==> config.mk <==
export PLATFORM = sky130hd
export DESIGN_NAME = mem_lsu
export DESIGN_NICKNAME = d
export VERILOG_FILES = /design/src/rtl/cpu_pkg.sv /design/src/rtl/lsu_align.sv /design/src/rtl/mem_lsu.sv
export SDC_FILE = /design/constraint.sdc
export NUM_CORES = 1
export LEC_CHECK = 0
export ABC_CLOCK_PERIOD_IN_PS = 7400
export CAP_MARGIN = 20
export CORE_MARGIN = 4
export CORE_UTILIZATION = 42
export CTS_CLUSTER_SIZE = 16
export DETAILED_ROUTE_END_ITERATION = 12
export PLACE_DENSITY = 0.81
export SLEW_MARGIN = 25
export SYNTH_ARGS = -nofsm -noshare
export SYNTH_HDL_FRONTEND = slang
export SYNTH_HIERARCHICAL = 1
export SYNTH_SLANG_ARGS = --single-unit
==> constraint.sdc <==
create_clock -name clk -period 7.4 [get_ports clk]
set_clock_uncertainty 0.15 [all_clocks]
set_input_delay 1.48 -clock clk [delete_from_list [all_inputs] [get_ports clk]]
set_output_delay 1.48 -clock clk [all_outputs]
set_load 0.02 [all_outputs]
==> src/rtl/cpu_pkg.sv <==
// Shared CPU constants for the memory stage: opcodes, access sizes, LSU state encoding.
// The misalignment helper is consumed only by builds with LSU_MISALIGN_TRAP_EN.
package cpu_pkg;

    localparam logic [4:0] OP_LOAD  = 5'b00000;
    localparam logic [4:0] OP_STORE = 5'b01000;

    localparam logic [2:0] F3_B  = 3'b000;
    localparam logic [2:0] F3_H  = 3'b001;
    localparam logic [2:0] F3_W  = 3'b010;
    localparam logic [2:0] F3_BU = 3'b100;
    localparam logic [2:0] F3_HU = 3'b101;

    typedef enum logic [1:0] {
        IDLE = 2'd0,
        REQ  = 2'd1,
        RESP = 2'd2,
        DONE = 2'd3
    } lsu_state_t;

    // Halfwords must be 2-byte aligned, words 4-byte aligned; bytes never trap.
    function automatic logic misaligned(input logic [2:0] func3, input logic [1:0] addr_lo);
        case (func3[1:0])
            2'b01:   return addr_lo[0];
            2'b10:   return addr_lo != 2'b00;
            default: return 1'b0;
        endcase
    endfunction

endpackage

==> src/rtl/lsu_align.sv <==
// Byte-lane logic for the LSU: store strobes/replicated data and load lane
// selection with sign or zero extension. Purely combinational.
module lsu_align
    import cpu_pkg::*;
(
    input  logic [2:0]  func3,
    input  logic [1:0]  addr_lo,
    input  logic [31:0] store_data,
    input  logic [31:0] load_word,
    output logic [3:0]  wstrb,
    output logic [31:0] wdata,
    output logic [31:0] load_data
);

    logic [7:0]  byte_sel;
    logic [15:0] half_sel;

    assign byte_sel = load_word[{addr_lo, 3'b000} +: 8];
    assign half_sel = load_word[{addr_lo[1], 4'b0000} +: 16];

    always_comb begin
        wstrb = 4'b1111;
        wdata = store_data;
        case (func3[1:0])
            2'b00: begin
                wstrb = 4'b0001 << addr_lo;
                wdata = {4{store_data[7:0]}};
            end
            2'b01: begin
                wstrb = 4'b0011 << {addr_lo[1], 1'b0};
                wdata = {2{store_data[15:0]}};
            end
            default: ;
        endcase
    end

    always_comb begin
        load_data = load_word;
        case (func3)
            F3_B:    load_data = {{24{byte_sel[7]}}, byte_sel};
            F3_H:    load_data = {{16{half_sel[15]}}, half_sel};
            F3_BU:   load_data = {24'h0, byte_sel};
            F3_HU:   load_data = {16'h0, half_sel};
            default: load_data = load_word;
        endcase
    end

endmodule

==> src/rtl/mem_lsu.sv <==
// MEM-stage load/store unit: one bus transaction per memory instruction (IDLE/REQ/RESP/DONE).
// Define LSU_MISALIGN_TRAP_EN to trap misaligned H/W accesses and expose MEM_misalign.
// Bus handshake: DM_req is held with stable addr/we/wstrb/wdata until DM_req && DM_gnt;
// exactly one DM_rvalid follows, and it is only honoured while in RESP.
module mem_lsu
    import cpu_pkg::*;
(
    input  logic        clk,
    input  logic        rst,
    input  logic        IF_DONE,
    input  logic [4:0]  MEM_op,
    input  logic [2:0]  MEM_func3,
    input  logic [31:0] MEM_aluOut,
    input  logic [31:0] MEM_rs2Data,
    output logic        MEM_DONE,
    output logic [31:0] MEM_ReadData,
    output logic        DM_req,
    input  logic        DM_gnt,
    output logic        DM_we,
    output logic [31:0] DM_addr,
    output logic [3:0]  DM_wstrb,
    output logic [31:0] DM_wdata,
    input  logic        DM_rvalid,
    input  logic [31:0] DM_rdata,
`ifdef LSU_MISALIGN_TRAP_EN
    output logic        MEM_misalign,
`endif
    output lsu_state_t  state_dbg
);

    lsu_state_t  state;
    logic [2:0]  func3_q;
    logic [1:0]  addr_lo_q;
    logic        is_load_q;

    logic        is_load, is_store, is_mem, trap;
    logic [2:0]  al_func3;
    logic [1:0]  al_addr_lo;
    logic [3:0]  al_wstrb;
    logic [31:0] al_wdata, al_load;

    assign is_load  = (MEM_op == OP_LOAD);
    assign is_store = (MEM_op == OP_STORE);
    assign is_mem   = is_load || is_store;

`ifdef LSU_MISALIGN_TRAP_EN
    assign trap = misaligned(MEM_func3, MEM_aluOut[1:0]);
`else
    assign trap = 1'b0;
`endif

    // Store lanes come from the live instruction; load extraction uses the captured access.
    assign al_func3   = (state == IDLE) ? MEM_func3 : func3_q;
    assign al_addr_lo = (state == IDLE) ? MEM_aluOut[1:0] : addr_lo_q;

    lsu_align u_align (
        .func3      (al_func3),
        .addr_lo    (al_addr_lo),
        .store_data (MEM_rs2Data),
        .load_word  (DM_rdata),
        .wstrb      (al_wstrb),
        .wdata      (al_wdata),
        .load_data  (al_load)
    );

    assign MEM_DONE  = ((state == IDLE) && !is_mem) || (state == DONE);
    assign state_dbg = state;

    always_ff @(posedge clk or negedge rst) begin
        if (!rst) begin
            state        <= IDLE;
            DM_req       <= 1'b0;
            DM_we        <= 1'b0;
            DM_addr      <= 32'h0;
            DM_wstrb     <= 4'h0;
            DM_wdata     <= 32'h0;
            MEM_ReadData <= 32'h0;
            func3_q      <= 3'h0;
            addr_lo_q    <= 2'h0;
            is_load_q    <= 1'b0;
`ifdef LSU_MISALIGN_TRAP_EN
            MEM_misalign <= 1'b0;
`endif
        end else begin
            case (state)
                IDLE: begin
                    if (is_mem) begin
                        func3_q      <= MEM_func3;
                        addr_lo_q    <= MEM_aluOut[1:0];
                        is_load_q    <= is_load;
                        MEM_ReadData <= 32'h0;
                        if (trap) begin
                            state <= DONE;
`ifdef LSU_MISALIGN_TRAP_EN
                            MEM_misalign <= 1'b1;
`endif
                        end else begin
                            state    <= REQ;
                            DM_req   <= 1'b1;
                            DM_we    <= is_store;
                            DM_addr  <= {MEM_aluOut[31:2], 2'b00};
                            DM_wstrb <= is_store ? al_wstrb : 4'b0000;
                            DM_wdata <= is_store ? al_wdata : 32'h0;
                        end
                    end
                end
                REQ: begin
                    if (DM_gnt) begin
                        state  <= RESP;
                        DM_req <= 1'b0;
                    end
                end
                RESP: begin
                    if (DM_rvalid) begin
                        state        <= DONE;
                        MEM_ReadData <= is_load_q ? al_load : 32'h0;
                    end
                end
                DONE: begin
                    if (IF_DONE) begin
                        state        <= IDLE;
                        MEM_ReadData <= 32'h0;
`ifdef LSU_MISALIGN_TRAP_EN
                        MEM_misalign <= 1'b0;
`endif
                    end
                end
                default: state <= IDLE;
            endcase
        end
    end

endmodule

Word-level counts from Yosys, hierarchy flattened

Cells that the tools add are included.

Equal/unequal tests: 12
Shift-type cells: 4
Muxes and demuxes: 20
Reduce and logical (&&, ||, !) cells: 14

Operators with widths:

| operator                                                               | count |
|---|---|
| 32-bit 2-to-1 mux                                                      | 5 |
| 32-bit case mux with 4 select lines                                    | 1 |
| 32-bit case mux with 3 select lines                                    | 1 |
| 32-bit case mux with 2 select lines                                    | 1 |
| 32-bit by 6-bit indexed part select with 16-bit output                 | 1 |
| 32-bit by 6-bit indexed part select with 8-bit output                  | 1 |
| 2-bit 2-to-1 mux                                                       | 5 |
| 2-bit != test (second input constant)                                  | 4 |
| 2-bit case mux with 4 select lines                                     | 1 |
| 4-bit case mux with 2 select lines                                     | 1 |
| 4-bit AND reduction                                                    | 2 |
| 3-bit equality test (second input constant)                            | 2 |
| 5-bit by 4-bit equality test with 1-bit output (second input constant) | 1 |
| 5-bit zero test                                                        | 1 |
| 2-bit by 1-bit equality test with 1-bit output (second input constant) | 2 |
| 2-bit equality test (second input constant)                            | 2 |
| 2-bit zero test                                                        | 2 |
| 4-bit 2-to-1 mux                                                       | 1 |
| 1-bit by 2-bit left shift with 4-bit output (first input constant)     | 1 |
| 2-bit by 2-bit left shift with 4-bit output (first input constant)     | 1 |
| 3-bit by 1-bit equality test with 1-bit output (second input constant) | 1 |
| 3-bit zero test                                                        | 1 |
| 3-bit 2-to-1 mux                                                       | 1 |
| 3-bit AND reduction                                                    | 1 |
| other kinds (8)                                                        | 10 |

Flip-flop bits (word level): 108
Logic and storage cells: 60

Depth between registers and ports, before layout

Gate-level depths: netlist of the first run.

Depth in word-level cells: 7
Mapped depth: 11
Depth with buffers taken out: 8

Cells and area by module

Netlist of the first run, hierarchy kept.

Modules (own cells, without submodules):

| module    | instances | cells each | area each (um^2) | sequential area each (um^2) |
|---|---|---|---|---|
| mem_lsu   | 1         | 369        | 4695.8           | 2702.6 |
| lsu_align | 1         | 179        | 1363.8           | 0.0 |

Least setup slack after synthesis of the first run

Ideal clock, no wire load.

Path kind: in2out
From: input port MEM_op[1]
To: output port MEM_DONE
Data arrival time: 2.300 ns
Setup slack: 3.470 ns
Stages: 2
Buffers on the path: 0
Path through: o41a_1 -> or2_2

Longest elaborated chain between the ends: 5

RTL lines:

| element                                                                                  | RTL line                     | text |
|---|---|---|
| start, declared                                                                          | mem_lsu.sv:11                | `input logic [4:0] MEM_op,` |
| 5-bit by 4-bit equality test with 1-bit output / 5-bit zero test (equally long branches) | mem_lsu.sv:43, mem_lsu.sv:42 |  |
| 1-bit logical OR *                                                                       | mem_lsu.sv:44                | `assign is_mem = is_load \|\| is_store;` |
| 1-bit zero test *                                                                        | mem_lsu.sv:66                | `assign MEM_DONE = ((state == IDLE) && !is_mem) \|\| (state == DONE);` |
| 1-bit logical AND *                                                                      | mem_lsu.sv:66                |  |
| 1-bit logical OR *                                                                       | mem_lsu.sv:66                |  |
| end, declared                                                                            | mem_lsu.sv:15                | `output logic MEM_DONE,` |

Mark *: on every way between the ends. The rest lies on a longest branch, timed or not.

Final worst setup path of the first run

Same ends and word-level chain as after synthesis.

==> results.toml, run 1 <==
[outcome]
status = "finished clean"

[sta]
final-setup-viol-count = 0
worst_pin_slew_ps = 1000
maxSlewHeadroom_pct = 33.2
min_period_over_period_pct = 66.2
fmax_mhz = 204
final-hold-violation-count = 0
slew_viol_final = 0
grt_setup_unrepaired = "false"
period_needed_ps = 4900
hold_ws_ps = 357
setup_tns_ps = 0

[place]
io_buffers = 211
dp_cells = 892
dp.final_hpwl_um = 12100
gp_congestion = 0.860

[power]
pwr-share-clk_pct = 14.3
pwr-share-seq_pct = 27.3
internal-power_mw = 2.22
p_per_area_nw_per_um2 = 442
peakVddDrop_v = 0.000302
p_sw_share_pct = 40.7
p_sw_mw = 1.52
combPwrFrac_pct = 58.4
power_leakage_nw = 4.11

[worst_setup_path]
cp.required_ps = 5770
arrival_ps = 3270
r2r-start = "state_dbg[0]"
crit_fanout = 4
worst_path_largest_cell_delay_ps = 550
cp_slowest_cell = "clkdlybuf4s50_1"
worst_path_most_repeated_cell = "clkdlybuf4s50_1"
cp-end-kind = "output pin"
cpLargestDelayFamily = "buffers and inverters"
crit_type = "in2out"
worstPathCellList = "clkdlybuf4s50_1 > o41a_1 > or2_2 > clkdlybuf4s50_1"
crit_start = "MEM_op[1]"
cp-start-kind = "input pin"
worst-path-buf-inv = 2

[cts]
h-tree-depth = 3
clk_pin_slew_ps = 70
clk_path_buf_depth = 2
post_cts_buffers = 0
cts.sinks = 108
cts_made_buffers = 9
cts_tree = "built"
clock_latency_ps = 350
hold_buffers = 0
root_buffer = "clkbuf_16"
cts_resized = 0

[die]
start_util_pct = 43.3
rows = 43
core_area_um2 = 14000
die_area_um2 = 16400
ios = 214
die_h_um = 128
die_w_um = 128

[routing]
wl_met1_um = 6710
routed_wl_um = 16600
route.vias.total = 4731
routed_via_density = 5.20
wl_met3_um = 1130
ant_nets = 0
dr.pass1.iters = 7
drtIter0Drc = 308
post_drt_wl_per_cell_um = 18.3
top_layer = "met4"
route.met2.wl_um = 8310
drc = 0

[global_route]
antenna_found_initial = 1
grt_max_degree = 77
grt-ovfl-total = 0
grt_pass1_vias = 4958
grt_usage_pct = 19.9
grt_pass1_wl_um = 26000

[final_layout]
n_fill_cell = 1141
areaGrowthSynthToFinish_pct = 39.8
final_cell_mix = "clkdlybuf4s50_1 (210), dfrtp_1 (108), mux2_2 (80)"
drive_gt1_share_pct = 16.3
instances_no_fill = 909
fin_nets = 837
final_common_cell = "clkdlybuf4s50_1"

[yosys]
syn_inst = 548
yosysSeqAreaShare_pct = 44.6
ys_async_sr_fraction_pct = 100
synth_seq_cells = 108
synth_ff_type = "dfrtp_1"
yosysUniqueCellTypes = 39
yosysWarnings = 6
syn_area_um2 = 6060
syn_area_per_cell_um2 = 11.1
synth_edf_count = 0

[flow_run]
cap_viol_max_count = 0

[hold_path]
hp-class = "reg2reg"
min-delay-start = "MEM_ReadData[5]"
power by group through the flow:
stage | Clock (mW) | Sequential [mW] | Combinational (mW)
6_report | 0.536 | 1.02 | 2.19
5_1_grt | 0.577 | 1.05 | 2.34
4_1_cts | 0.549 | 1.02 | 2.19
3_5_place_dp | 0 | 1.03 | 2.18
3_3_place_gp | 0 | 1.01 | 2.14
2_1_floorplan | 0 | 1.30 | 1.15
area by class of cell:
cell class,instances,area (um2),area share [%]
Multi-Input combinational cell,347,2910,34.3
Clock inverter,7,106,1.26
Timing Repair Buffer,215,2140,25.3
Clock buffer,9,225,2.66
Antenna cell,1,2.50,0.0295
Sequential cell,108,2700,31.9
Inverter,42,158,1.86
Tap cell,180,225,2.66
worst reg2reg max path: cells and delay by family, from the launching register on:
kind | cells | cell delay (ps)
adders and majority gates | 1 | 560
muxes | 2 | 1000
and+or+nand+nor | 2 | 750
buffers and inverters | 2 | 510
AOI/OAI and AO/OA | 1 | 170
DFF | 1 | 420
Yosys cell counts (all sizes together), types with 2 or more instances:
cell | count | area [um2]
a21oi | 4 | 23.8
and3 | 32 | 200
nor4 | 2 | 33.8
o221ai | 8 | 70.1
o21bai | 2 | 15.0
o22a | 7 | 61.3
ha | 5 | 62.6
or2 | 3 | 18.8
a22oi | 9 | 81.3
a31oi | 2 | 27.5
inv | 42 | 158
buf | 34 | 248
nand2 | 53 | 199
mux2i | 61 | 611
mux2 | 93 | 1080
nor2 | 3 | 11.3
o21ai | 9 | 45.0
o22ai | 16 | 100
nor2b | 29 | 181
clkbuf | 18 | 67.6
dfrtp | 108 | 2700
stage by stage:
stage          util [%]  total power [mW]  worst slack (ps)  area (um2)
2_1_floorplan         -              2.45              3470        6060
3_3_place_gp       58.1              3.16              2510        8120
3_5_place_dp       58.1              3.21              2500        8120
4_1_cts            60.4              3.77              2500        8460
5_1_grt            60.6              3.97              2440        8470
6_report           60.6              3.74              2500        8470
routing by layer:
layer,GRT usage (%),up-vias
li1,-,2231
met5,0,-
met2,33.6,179
met4,7.55,0
met3,4.79,34
met1,24.6,2287
path summary, 6_finish.rpt:
path / end / slack, ps / depth (start not counted)
max in group asynchronous: DM_addr[22] / 5160 / 2
worst max register to register: MEM_ReadData[10] / 3730 / 8
min in group asynchronous: DM_wdata[5] / 900 / 1
worst min-delay path: MEM_ReadData[5] / 360 / 1
worst max-delay path: MEM_DONE / 2500 / 4
worst min register to register: MEM_ReadData[5] / 360 / 1
flip-flops by register name, summed over array words and instances (netlist names):
signal        flops
is_load_q         1
DM_we             1
DM_wstrb          4
DM_req            1
DM_addr          30
MEM_ReadData     32
addr_lo_q         2
func3_q           3
state_dbg         2
DM_wdata         32
cells by family (layout without fill, tap and decap cells):
kind of cell / Yosys count / in the layout / synth area share, %
AO/OA/AOI/OAI: 60 / 60 / 7.45
adder cells (fa/ha/maj): 5 / 5 / 1.03
buffers and inverters: 94 / 273 / 7.81
flip-flops: 108 / 108 / 44.6
multiplexers: 154 / 154 / 27.9
other: 1 / 3 / 0.0619
AND/OR/NAND/NOR: 126 / 126 / 11.2
Note: power is estimated with default switching activity, not from simulation.
==> run 2: changes to the inputs <==
- ABC_CLOCK_PERIOD_IN_PS: 7400 -> 4100
- CORE_UTILIZATION: 42 -> 41
- PLACE_DENSITY: 0.81 -> 0.83
- clock period: 7.4 -> 4.1 ns (I/O delays scaled with it)
==> run 2 against run 1 <==
Count of clock-buffer cells in the layout stayed put. Critical path depth stayed put. Highest routed layer unchanged. Utilization is 2.0 points lower. Critical endpoint unchanged. Sequential share of layout area is 0.052 points lower. Cell area is 0.16% higher. Hold slack worse by 8.4 ps. Die area is 2.3% higher. Setup slack worse by 2000 ps. Via count is 1.3% higher.
==> results.toml, run 2 (synthesized netlist as in run 1, its figures left out) <==
[power]
power_leakage_nw = 4.13
power_mw = 6.71
p_per_area_nw_per_um2 = 791
peakVddDrop_v = 0.000463

[cts]
h-tree-depth = 3
clk_path_buf_depth = 2
clk_pin_slew_ps = 70
post_cts_buffers = 0
hold_buffers = 0
cts_resized = 0
clock_latency_ps = 360
root_buffer = "clkbuf_16"
cts.sinks = 108
cts_tree = "built"
cts_made_buffers = 9

[sta]
maxSlewHeadroom_pct = 33.7
setup_tns_ps = 0
final-hold-violation-count = 0
final-setup-viol-count = 0
slew_viol_final = 0
grt_setup_unrepaired = "false"
fmax_mhz = 280
period_needed_ps = 3570
worst_pin_slew_ps = 995
min_period_over_period_pct = 87.1

[global_route]
grt_pass1_vias = 5074
grt_pass1_wl_um = 26000
grt_usage_pct = 19.7
grt-ovfl-total = 0
grt_max_degree = 57
antenna_found_initial = 0

[routing]
dr.pass1.iters = 5
drtIter0Drc = 305
route.vias.total = 4793
ant_nets = 0
post_drt_wl_per_cell_um = 18.3
routed_via_density = 5.24
drc = 0
routed_wl_um = 16800

[worst_setup_path]
cp-start-kind = "input pin"
arrival_ps = 2600
cp-end-kind = "output pin"
crit_type = "in2out"
cp.required_ps = 3130
crit_fanout = 4

[die]
die_area_um2 = 16800
die_h_um = 130
die_w_um = 130
start_util_pct = 41.9
ios = 214
core_area_um2 = 14500
rows = 44

[final_layout]
areaGrowthSynthToFinish_pct = 40.0
final-seq-area_um2 = 2700
multi_input_area_um2 = 2900
top_regs = "DM_wdata (32), MEM_ReadData (32), DM_addr (30)"
final_common_cell = "clkdlybuf4s50_1"
antennaDiodeCount = 0
drive_gt1_share_pct = 16.7
n_fill_cell = 1203
final_cell_mix = "clkdlybuf4s50_1 (210), dfrtp_1 (108), mux2_2 (81)"
fin_nets = 840

[place]
io_buffers = 211
dp.final_hpwl_um = 12300
gp_congestion = 0.896

[outcome]
status = "finished clean"

[flow_run]
cap_viol_max_count = 0

[hold_path]
hp-class = "reg2reg"
[run 2: cell count changes in the layout (fill, tap and decap cells not counted), moves of 2 or more]
| cell | change |
|---|---|
| inv_6 | +2 |
| inv_8 | -2 |
| buf_12 | +2 |
| bufinv_16 | -2 |
| buf_4 | +2 |
| clkinv_8 | +2 |
[run 2: metal layers]
| layer | up-vias | wire length, um | global-route usage, % |
|---|---|---|---|
| met2 | 205 | 8260 | 32.5 |
| met1 | 2296 | 6700 | 24.0 |
| li1 | 2252 | - | - |
| met5 | - | 0 | 0 |
| met3 | 40 | 1290 | 5.07 |
| met4 | 0 | 510 | 9.17 |
[run 2: final cells by class]
type	count	area share (%)
Clock inverter	7	1.02
Clock buffer	9	2.65
Multi-Input combinational cell	347	34.1
Sequential cell	108	31.9
Timing Repair Buffer	218	25.8
Tap cell	184	2.71
Inverter	42	1.86
[run 2: critical path: stages]
cell	delay (ps)
clkdlybuf4s50_1	430
o41a_1	510
or2_2	300
clkdlybuf4s50_1	540
[run 2: path summary, 6_finish.rpt]
path | from | endpoint | slack [ps] | cells past startpoint
setup / recovery | MEM_op[1] | MEM_DONE | 530 | 4
hold / removal | MEM_ReadData[10] | MEM_ReadData[10] | 350 | 1
setup reg to reg | state_dbg[1] | MEM_ReadData[4] | 540 | 8
hold reg to reg | MEM_ReadData[10] | MEM_ReadData[10] | 350 | 1
max in group asynchronous | rst | DM_wdata[19] | 2680 | 2
min in group asynchronous | rst | MEM_ReadData[28] | 360 | 1
[run 2: per-stage QoR]
step / cell area, um2 / setup slack [ps] / std cells / utilization (%) / hold slack [ps]
floorplan: 6060 / 1130 / 549 / - / 325
global placement: 8170 / 522 / 899 / 56.4 / 325
detailed placement: 8170 / 532 / 899 / 56.4 / 341
CTS: 8480 / 524 / 915 / 58.6 / 359
global route: 8480 / 369 / 915 / 58.6 / 368
finish: 8480 / 528 / 915 / 58.6 / 348
[run 2: power by group]
group	leakage [nW]	internal [mW]	switching, mW	total (mW)
sequential	1.35	1.54	0.303	1.84
combinational	2.63	1.94	2.04	3.97
clock	0.151	0.441	0.458	0.899
